$ cat src/rtl/uart_arb_pkg.sv
// Shared constants and FSM state encoding for the UART transmit arbiter.
package uart_arb_pkg;

  localparam int DEF_N_REQ   = 4;
  localparam int DEF_DATA_W  = 8;
  localparam int DEF_TIMEOUT = 4096;

  typedef enum logic [1:0] {
    IDLE  = 2'd0,
    ISSUE = 2'd1,
    WAIT  = 2'd2
  } arb_state_e;

endpackage

$ cat src/rtl/uart_tx_arbiter_rr_pick.sv
// Combinational round-robin priority encoder: the search starts just after last_id_i
// and the first requester found in that order wins.
module rr_pick #(
  parameter int N_REQ = 4,
  parameter int ID_W  = $clog2(N_REQ)
) (
  input  logic [N_REQ-1:0] req_i,
  input  logic [ID_W-1:0]  last_id_i,
  output logic             valid_o,
  output logic [ID_W-1:0]  winner_o
);

  // Walk from the farthest candidate to the nearest so that the nearest set bit wins.
  always_comb begin
    valid_o  = 1'b0;
    winner_o = '0;
    for (int k = N_REQ; k >= 1; k--) begin
      valid_o  = valid_o | req_i[(int'(last_id_i) + k) % N_REQ];
      winner_o = req_i[(int'(last_id_i) + k) % N_REQ] ?
                 ID_W'((int'(last_id_i) + k) % N_REQ) : winner_o;
    end
  end

endmodule

$ cat src/rtl/uart_tx_arbiter.sv
// Round-robin arbiter that shares one UART transmitter among N_REQ requesters,
// with a watchdog that abandons a frame when tx_done never arrives.
module uart_tx_arbiter
  import uart_arb_pkg::*;
#(
  parameter int N_REQ   = DEF_N_REQ,
  parameter int DATA_W  = DEF_DATA_W,
  parameter int TIMEOUT = DEF_TIMEOUT
) (
  input  logic                      CP,
  input  logic                      RST,
  input  logic [N_REQ-1:0]          req,
  input  logic [N_REQ*DATA_W-1:0]   req_data,
  output logic [N_REQ-1:0]          grant,
  output logic                      tx_en,
  output logic [DATA_W-1:0]         tx_data,
  input  logic                      tx_done,
  output logic                      busy,
  output logic [$clog2(N_REQ)-1:0]  cur_id,
  output logic                      timeout_err
);

  localparam int ID_W = $clog2(N_REQ);
  localparam int WD_W = $clog2(TIMEOUT);

  arb_state_e        state_q, state_d;
  logic [ID_W-1:0]   last_id_q, last_id_d;
  logic [ID_W-1:0]   cur_id_q, cur_id_d;
  logic [DATA_W-1:0] tx_data_q, tx_data_d;
  logic [N_REQ-1:0]  grant_q, grant_d;
  logic              tx_en_q, tx_en_d;
  logic              busy_q, busy_d;
  logic              err_q, err_d;
  logic [WD_W-1:0]   wd_q, wd_d;
  logic              pick_valid_s;
  logic [ID_W-1:0]   pick_id_s;

  rr_pick #(
    .N_REQ (N_REQ),
    .ID_W  (ID_W)
  ) u_rr_pick (
    .req_i     (req),
    .last_id_i (last_id_q),
    .valid_o   (pick_valid_s),
    .winner_o  (pick_id_s)
  );

  // Next-state and next-output logic; outputs are computed one cycle ahead and registered.
  always_comb begin
    state_d   = state_q;
    last_id_d = last_id_q;
    cur_id_d  = cur_id_q;
    tx_data_d = tx_data_q;
    grant_d   = '0;
    tx_en_d   = 1'b0;
    busy_d    = busy_q;
    err_d     = err_q;
    wd_d      = wd_q;
    case (state_q)
      IDLE: begin
        if (pick_valid_s) begin
          state_d            = ISSUE;
          last_id_d          = pick_id_s;
          cur_id_d           = pick_id_s;
          tx_data_d          = req_data[int'(pick_id_s)*DATA_W +: DATA_W];
          grant_d[pick_id_s] = 1'b1;
          tx_en_d            = 1'b1;
          busy_d             = 1'b1;
        end else begin
          busy_d = 1'b0;
        end
      end
      ISSUE: begin
        state_d = WAIT;
        wd_d    = '0;
      end
      WAIT: begin
        // A tx_done coinciding with expiry counts as a normal completion.
        if (tx_done) begin
          state_d = IDLE;
          busy_d  = 1'b0;
        end else if (wd_q == WD_W'(TIMEOUT - 1)) begin
          state_d = IDLE;
          busy_d  = 1'b0;
          err_d   = 1'b1;
        end else begin
          wd_d = wd_q + WD_W'(1'b1);
        end
      end
      default: begin
        state_d = IDLE;
        busy_d  = 1'b0;
      end
    endcase
  end

  // State and output registers; reset leaves requester 0 first in line.
  always_ff @(posedge CP or negedge RST) begin
    if (!RST) begin
      state_q   <= IDLE;
      last_id_q <= ID_W'(N_REQ - 1);
      cur_id_q  <= '0;
      tx_data_q <= '0;
      grant_q   <= '0;
      tx_en_q   <= 1'b0;
      busy_q    <= 1'b0;
      err_q     <= 1'b0;
      wd_q      <= '0;
    end else begin
      state_q   <= state_d;
      last_id_q <= last_id_d;
      cur_id_q  <= cur_id_d;
      tx_data_q <= tx_data_d;
      grant_q   <= grant_d;
      tx_en_q   <= tx_en_d;
      busy_q    <= busy_d;
      err_q     <= err_d;
      wd_q      <= wd_d;
    end
  end

  assign grant       = grant_q;
  assign tx_en       = tx_en_q;
  assign tx_data     = tx_data_q;
  assign busy        = busy_q;
  assign cur_id      = cur_id_q;
  assign timeout_err = err_q;

endmodule

$ cat config.mk
export PLATFORM = sky130hd
export DESIGN_NAME = uart_tx_arbiter
export DESIGN_NICKNAME = d
export VERILOG_FILES = /design/src/rtl/uart_arb_pkg.sv /design/src/rtl/uart_tx_arbiter_rr_pick.sv /design/src/rtl/uart_tx_arbiter.sv
export SDC_FILE = /design/constraint.sdc
export NUM_CORES = 1
export LEC_CHECK = 0
export CAP_MARGIN = 30
export CORE_MARGIN = 2
export CORE_UTILIZATION = 41
export DETAILED_ROUTE_END_ITERATION = 6
export PLACE_DENSITY_LB_ADDON = 0.25
export SYNTH_ARGS = -nofsm -noshare
export SYNTH_HDL_FRONTEND = slang
export SYNTH_SLANG_ARGS = --single-unit
$ cat constraint.sdc
create_clock -name CP -period 1.7 [get_ports CP]
set_clock_uncertainty 0.1 [all_clocks]
set_input_delay 0.34 -clock CP [delete_from_list [all_inputs] [get_ports CP]]
set_output_delay 0.34 -clock CP [all_outputs]
set_load 0.02 [all_outputs]
* Word level (Yosys, flattened, before mapping)
Index checks and enable logic that the tools add are counted.
** Word-level totals
- Register bits :: 33
- Input port bits :: 39
- Output and inout port bits :: 17
- Logic and storage cells :: 81
** Operators by class
- $add $sub $neg :: 5
- Magnitude comparators :: 6
- Equality and inequality tests :: 7
- Shift operators :: 1
- Multiplexer cells :: 32
- Bitwise operators :: 9
- Reductions and logical operators :: 12
** Operators with widths (count)
- indexed part select 32 x 6 -> 8 bit :: 1
- 2-to-1 mux 12 bit :: 2
- one-hot mux 12 bit (2 select lines) :: 1
- less-than comparator 3 x 4 -> 1 bit, second input constant :: 4
- 2-to-1 mux 2 bit :: 7
- 2-to-1 mux 1 bit :: 13
- adder 12 x 1 -> 12 bit, second input constant :: 1
- == test 12 bit, second input constant :: 1
- binary-select mux 1 bit (select 2 bit) :: 4
- 2-to-1 mux 4 bit :: 2
- OR reduction 2 bit :: 4
- inequality test 2 bit, second input constant :: 3
- one-hot mux 2 bit (3 select lines) :: 1
- AND reduction 2 bit :: 3
- AND reduction 3 bit :: 2
- adder 2 x 1 -> 2 bit, second input constant :: 2
- adder 2 bit, second input constant :: 2
- bitwise AND 1 bit, first input constant :: 4
- less-than comparator 2 x 3 -> 1 bit, second input constant :: 1
- inequality test 3 bit, second input constant :: 1
- bitwise OR 1 bit :: 3
- one-hot mux 1 bit (3 select lines) :: 1
- demux 1 bit (select 2 bit) :: 1
- == test 2 x 1 -> 1 bit, second input constant :: 1
- other kinds (6) :: 7

* Depth between registers and ports, before layout
- Depth after elaboration :: 16
- Mapped depth :: 6
- Gate-level depth less buffers :: 6

* Modules after synthesis
Synthesis repeated with hierarchy kept, for this count alone.
** Second synthesis, totals
- Cells, all modules :: 173
- Area total of the unflattened synthesis :: 1762.9 sq um
** By module, submodules not included
- uart_tx_arbiter :: times used 1, cells each 159, area each 1671.6 sq um, seq. area each 828.3 sq um
- rr_pick :: times used 1, cells each 14, area each 91.3 sq um, seq. area each 0.0 sq um

* Worst setup path after synthesis
No wires, ideal clock.
- Path type :: reg2reg
- From :: reg last_id_q[0]
- To :: reg tx_data_q[2], in the netlist tx_data[2]
- Library setup time :: 142 ps
- Data arrival time :: 1559 ps
- Data required time :: 1458 ps
- Setup slack :: -102 ps
- Stages on the path, launching flop included :: 7
- Path buffers :: 1
- Period minus slack after synthesis :: 1802 ps
- Cell sequence :: dfstp_2 -> nand2b_1 -> o21ai_0 -> a211oi_2 -> buf_2 -> mux2i_1 -> o221ai_1
** Between the ends
- Cells in the longest elaborated chain, start to end :: 9
- Elaborated cells between the ends (all ways) :: 25
- Those cells by class :: add/sub (4); shift (1); mux (16); bitwise (3); reduce/logical (1)
** Ends and longest elaborated chain
- from (decl) :: RTL line uart_tx_arbiter.sv:27 : logic [ID_W-1:0] last_id_q, last_id_d;
- from (signal assigned) :: RTL line uart_tx_arbiter.sv:101 : last_id_q <= ID_W'(N_REQ - 1);
- from (signal assigned) :: RTL line uart_tx_arbiter.sv:111 : last_id_q <= last_id_d;
- adder 2 x 1 -> 2 bit :: RTL line uart_tx_arbiter_rr_pick.sv:18, uart_tx_arbiter_rr_pick.sv:19, uart_tx_arbiter_rr_pick.sv:20
- binary-select mux 1 bit (select 2 bit) :: RTL line uart_tx_arbiter_rr_pick.sv:18, uart_tx_arbiter_rr_pick.sv:19
- 2-to-1 mux 1 bit (not written as such) (2 in a row) :: RTL line uart_tx_arbiter_rr_pick.sv:18, uart_tx_arbiter_rr_pick.sv:19
- 2-to-1 mux 2 bit (4 in a row) :: RTL line uart_tx_arbiter_rr_pick.sv:19 : winner_o = req_i[(int'(last_id_i) + k) % N_REQ] ?
- indexed part select 32 x 6 -> 8 bit :: RTL line uart_tx_arbiter.sv:65 : tx_data_d = req_data[int'(pick_id_s)*DATA_W +: DATA_W];
- to (signal assigned) :: RTL line uart_tx_arbiter.sv:113 : tx_data_q <= tx_data_d;
- to (decl) :: RTL line uart_tx_arbiter.sv:29 : logic [DATA_W-1:0] tx_data_q, tx_data_d;
Several ways; a longest one is shown, not always the timed one. The select of a mux whose other input is x is not followed.
A chain may end at the register's enable or synchronous reset.

* Worst setup path after layout
- From :: reg last_id_q[0]
- To :: reg tx_data_q[7], in the netlist tx_data[7]
The elaborated chain is that of the path after synthesis.

==> results.md <==
- Lkg Pwr: 1.33 nW
- Synth top area share: 0.463
- Pre-CTS WS: -0.468 ns
- DRC viols: 0
- Vias: 1577
- Mapped Nets: 205
- Worst setup margin: -0.235 ns
- Area of the multi-input gates: 947 um^2
- Flip-flop and latch count after synthesis: 33
- CTS buffer count: 5
- Die height: 67.9 um
- Row count: 23
- Synthesized instance count: 165
- Clock Latency Late Sink: 0.28 ns
- Drt total wl: 4540 um
- Slew Viols, Final: 0
- Final Hold Slack: 0.320 ns
- Synth cell count leaders: 31 x dfrtp_1, 27 x nand2_1, 20 x mux2i_1
- FMAX: 0.517 GHz
- Initial Util: 0.422
- CP Capture Type: register
- CP Launch Type: register
- VDD IR-drop max: 0.897 mV
- IO buf count: 55
- Crit-path max FO: 5
- Ant. Diodes: 0
- Largest net degree at the start of global routing: 34
- Final Cycle Share: 1.14
- Slowest stage delay, CP: 0.56 ns
- Gpl congestion: 0.717
- FFs w/ async S/R, synth: 1.00
- Vias in the first global route: 1620
- Number of nets in the layout: 294
- Primary FF master, synth: dfrtp_1
- Status: finished, violations left
- I/O Pins: 56
- Slowest cell on crit path: dfstp_2
- Crit path time final: 1.93 ns
- Number of DRC markers in iteration 0: 113
- Max_cap viols: 0
- Worst Path Arrival: 1.97 ns
- Initial antenna violation count: 0
- Post-route antenna net violation count: 0
- Violated checks: negative setup slack
- Actual slew at the worst max-slew pin: 0.284 ns
- Synth-to-Final Area Change: 68.2%
- Register area share after synthesis: 0.494
- Most common cell in the synthesized netlist: dfrtp_1
- Crit Path Class: reg2reg
- Die width: 67.9 um
- Tightest Hold Check Type: in2async
- Vias per inst: 5.17
- Worst EP required: 1.73 ns
- Setup TNS Final: -1.42 ns
- FF/Latch Area: 828 um^2
- Final hold vios: 0
- RSZ-0062 raised after global routing: yes
- DRT Pass-1 Iters: 6
- First-pass GRT wire length: 7140 um
- Leading area contributor after synthesis: dfrtp_1
- Synth area leaders: dfrtp_1 46%, mux2i_1 12%, nand2_1 6.0%
- Ys Warns: 0
- Total GRT Usage: 0.212
- Cell area after synthesis: 1680 um^2
- Hold Buf Count CTS: 0
- Layout cells sized above 1: 0.286
- Final setup fails: 9
- Yosys cell types: 35
- Grt ovf: 0
- Post-DP HPWL: 2960 um
- Worst path cell trace: nand2b_4, o21ai_4, a211oi_4, buf_6, mux2i_1, o221ai_1
- # H-tree levels: 2
- Filler Cell Count: 295
- CTS tree: built
- Root Driver: clkbuf_8
- Syn avg cell area: 10.2 um^2
- Drt wl/cell: 14.9 um
- Number of enable flip-flop cells after synthesis: 0
- Die ar.: 4620 um^2
- Worst-path clk slew: 0.07 ns
- Slew margin rel.: 0.810
- Pwr Density: 1370 nW/um^2
- Longest Clk Path Bufs: 2
- Core Box Area: 3970 um^2
- Clk sinks: 33
[final timing paths]
check | startpoint | end | slack, ns | cells past startpoint
setup / recovery | last_id_q[0] | tx_data[7] | -0.23 | 6
hold / removal | RST | wd_q[7] | 0.32 | 2
setup reg to reg | last_id_q[0] | tx_data[7] | -0.23 | 6
hold reg to reg | timeout_err | timeout_err | 0.38 | 1
max in group asynchronous | RST | last_id_q[0] | 0.94 | 2
min in group CP | timeout_err | timeout_err | 0.38 | 1
[registers in the layout, summed over array words and instances (netlist names)]
| register | cells |
|---|---|
| tx_en | 1 |
| timeout_err | 1 |
| last_id_q | 2 |
| cur_id | 2 |
| grant | 4 |
| state_q | 2 |
| tx_data | 8 |
| wd_q | 12 |
| busy | 1 |
[timing repair]
action                                  in CTS  in global routing
gates cloned                                 1                  1
resized for setup                           26                 29
endpoints found under the setup margin      21                 32
pin swaps                                   14                 15
setup buffers                                6                  3
[report_power, final]
| part | leakage [nW] | switching (W) | internal (W) |
|---|---|---|---|
| sequential | 0.426 | 0.000169 | 0.00105 |
| clock | 0.0439 | 0.000300 | 0.000282 |
| combinational | 0.862 | 0.00103 | 0.00102 |
[per-layer routing]
layer / up-vias / GRT usage / wire length, um
met3: 9 / 0.0789 / 367
li1: 755 / - / -
met5: - / 0 / 0
met1: 753 / 0.223 / 1770
met2: 60 / 0.374 / 2310
met4: 0 / 0.0950 / 103
[cells by family (layout without fill, tap and decap cells)]
logic type	Yosys count	after routing	share of synthesized area
xor gates and xnor gates	4	4	0.0209
and+or+nand+nor	65	65	0.190
adders and majority gates	1	1	0.00746
AOI/OAI and AO/OA	28	28	0.131
muxes	20	20	0.119
buffers and inverters	14	104	0.0366
DFF	33	33	0.494
[metrics by stage]
step	area, um^2	power (W)	std cells	util
after global placement	2510	0.00313	288	0.631
after floorplan	1690	0.00225	165	-
after CTS	2720	0.00384	303	0.684
after detailed placement	2510	0.00317	288	0.631
after global routing	2820	0.00410	305	0.710
final	2820	0.00386	305	0.710
[worst max-delay path: cells and delay by family (launching register included)]
| kind | cells | cell delay [ns] |
|---|---|---|
| AOI/OAI and AO/OA | 3 | 0.57 |
| buffers and inverters | 1 | 0.19 |
| DFF | 1 | 0.56 |
| muxes | 1 | 0.22 |
| and+or+nand+nor | 1 | 0.14 |
[final cells by class]
class | count | share of cell area
well taps | 50 | 0.0222
repair buffers | 88 | 0.307
flip-flops and latches | 33 | 0.294
clock buffers | 5 | 0.0244
inverters | 8 | 0.0106
clock inverters | 3 | 0.00621
multi-input cells | 118 | 0.336
[cell usage in the layout, fill, tap and decap left out, types with 3 or more instances in the layout]
master,instances
buf_12,3
dlygate4sd2_1,9
buf_6,7
clkbuf_8,5
nor2_1,12
nand2_1,25
a21oi_1,3
buf_4,23
o21ai_1,3
xnor2_1,4
nand3_1,4
clkdlybuf4s50_1,40
o221ai_1,7
dfrtp_1,31
mux2i_1,19
dlymetal6s2s_1,6
inv_1,7
Power figures use the tool's default switching activity.
==> patch, RTL diff (same flow settings) <==
Re-encode `arb_state_e` (3 states) as one-hot, 3 bits wide.
--- a/src/rtl/uart_arb_pkg.sv
+++ b/src/rtl/uart_arb_pkg.sv
@@ -6,8 +6,8 @@
   localparam int DEF_TIMEOUT = 4096;
 
-  typedef enum logic [1:0] {
-    IDLE  = 2'd0,
-    ISSUE = 2'd1,
-    WAIT  = 2'd2
+  typedef enum logic [2:0] {
+    IDLE  = 3'b001,
+    ISSUE = 3'b010,
+    WAIT  = 3'b100
   } arb_state_e;
 
Check against the original RTL: same outputs for any inputs over 4 cycles, from zero or initial values and one cycle with RST low; so few cycles prove little.
==> patch against the unedited design <==
  * Critical path type unchanged
  * Global-route usage fell by 2.2 points
  * Routed wire length is 9.3% higher
  * Synthesized cell count grew 3.6%
  * The flow still finishes with violations (setup timing)
  * Cell count is 5.6% higher
  * Maximum frequency down 6.9%
  * Sequential power grew 4%
  * Worst setup slack got worse by 140 ps
  * Power grew 14%
  * Sequential cell count increased by 1
  * Non-clock buffer count is 11 higher
  * Synthesized area is 9.4% higher
  * Cell area grew 8.0%
==> patch: results (changes against the unedited design) <==
Outcome
  • Status: finished with violations
  • Failing checks: setup timing

Timing
  • Final setup viols: 23 (+14)
  • Rel. slew slack: 66.4% (-15 points)
  • Final WS setup: -378 ps (-143 ps)

Critical path
  • Reg2reg path depth: 6 (unchanged)
  • Largest stage delay, worst path: 590 ps (+30 ps)
  • Crit path arrival time: 2150 ps (+180 ps)
  • Max FO, Critical Path: 10 (+5)

Global routing
  • First-pass GRT wire length: 7530 µm (+5.4%)
  • Met1 usage: 25.2% (+2.9 points)
  • Gr usage total: 19.0% (-2.2 points)
  • Vias in the first global route: 1639 (+1.2%)
  • Largest net degree at the start of global routing: 35 (+2.9%)
  • Met3 Use GR: 4.84% (-3.1 points)
  • Met2 Resource Use GR: 30.1% (-7.3 points)

Layout
  • Layout cells sized above 1: 34.8% (+6.2 points)
  • Layout Nets: 309 (+5.1%)

Place
  • Port bufs: 55 (unchanged)
  • HPWL after detailed placement: 3310 µm (+12%)
  • Final estimated routing congestion in global placement: 0.794 (+11%)
  • Cells after DPL: 301 (+4.5%)

Clock tree
  • Clock Pin Slew Worst Setup and Hold Paths: 70 ps (about the same)
  • TritonCTS buffer count: 5 (unchanged)
  • PostCTS Resize Cnt: 15 (-42%)
  • Post-CTS Setup Inserts: 2 (-4)

Detailed routing
  • DRT iter0 DRCs: 106 (-6.2%)
  • WL met3: 183 µm (-50%)
  • Vias per Instance: 5.39 (+4.2%)
  • Vias: 1734 (+10%)
  • First-pass iteration count of the detailed router: 4 (-2)
  • Met1 WL: 2130 µm (+21%)
  • Highest metal used: met4
  • DR WL met2: 2500 µm (+8.5%)
  • Final wirelength: 4960 µm (+9.3%)

Power
  • Leakage: 0.00147 µW (+10%)
  • Int Power: 2720 µW (+16%)
  • Seq pwr share: 28.7% (-3.0 points)
  • Peak supply drop: 0.800 mV (-11%)
  • Gate power share: 57.3% (+4.1 points)

Logic synthesis
  • Distinct cells, synth: 44 (+26%)
  • Mux contribution to synthesized area: 11.6% (-0.34 points)
  • Post-Synth Adder-Cell Area: 0.682% (-0.064 points)
  • Seq/Total Area, Yosys: 46.6% (-2.8 points)
  • Commonest cells post-synth: dfrtp_1 (31), nand3_1 (19), nor2_1 (18)
  • Syn nets: 211 (+2.9%)
  • Post-synthesis xor/xnor area fraction: 3.82% (+1.7 points)
  • Synth Area in Compound Gates: 12.1% (-0.99 points)
  • Area contributors post-synth: dfrtp_1 (42%), mux2i_1 (5.5%), nand3_1 (5.2%)
  • Syn_area_per_cell: 10.7 µm² (+5.6%)
==> patch: cell types whose count changed after synthesis, moves of 6 or more <==
cell / before / now
inv_1: 8 / 1
mux2i_1: 20 / 10
nand3_1: 5 / 19
nand2_1: 27 / 10
o221ai_1: 8 / 0
a221o_1: 0 / 8
mux2_4: 0 / 6
==> patch: final cells by class <==
type / count / area [µm²]
Timing Repair Buffer: 99 / 970
Multi-Input combinational cell: 126 / 1040
Inverter: 3 / 23.8
Clock buffer: 7 / 86.3
Tap cell: 52 / 65.1
Clock inverter: 1 / 5.00
Fill cell: 317 / 1280
Sequential cell: 34 / 855
==> patch: cell families (layout without fill, tap and decap cells) <==
group / after synthesis / in the layout
multiplexers: 18 / 18
XOR/XNOR: 8 / 8
buffers and inverters: 11 / 110
AO/OA/AOI/OAI: 27 / 27
flip-flops: 34 / 34
adder cells (fa/ha/maj): 1 / 1
AND/OR/NAND/NOR: 72 / 72
==> patch: stage by stage <==
step / hold slack (ps) / TNS [ps] / setup slack (ps) / cell area (µm²) / power [µW]
global route: 348 / -6530 / -451 / 3050 / 4680
global placement: 342 / -13340 / -619 / 2660 / 3250
floorplan: -55.6 / -1860 / -258 / 1850 / 2520
detailed placement: 347 / -14040 / -685 / 2660 / 3310
CTS: 318 / -4330 / -334 / 2790 / 3970
finish: 312 / -4210 / -378 / 3050 / 4410
==> patch: worst paths after layout <==
| kind | startpoint | endpoint | slack, ps |
|---|---|---|---|
| max in group asynchronous | RST | last_id_q[0] | 940 |
| worst max register to register | last_id_q[1] | tx_data[0] | -380 |
| worst min register to register | timeout_err | timeout_err | 350 |
| worst min-delay path | RST | wd_q[4] | 310 |
| worst max-delay path | last_id_q[1] | tx_data[0] | -380 |
| min in group CP | timeout_err | timeout_err | 350 |
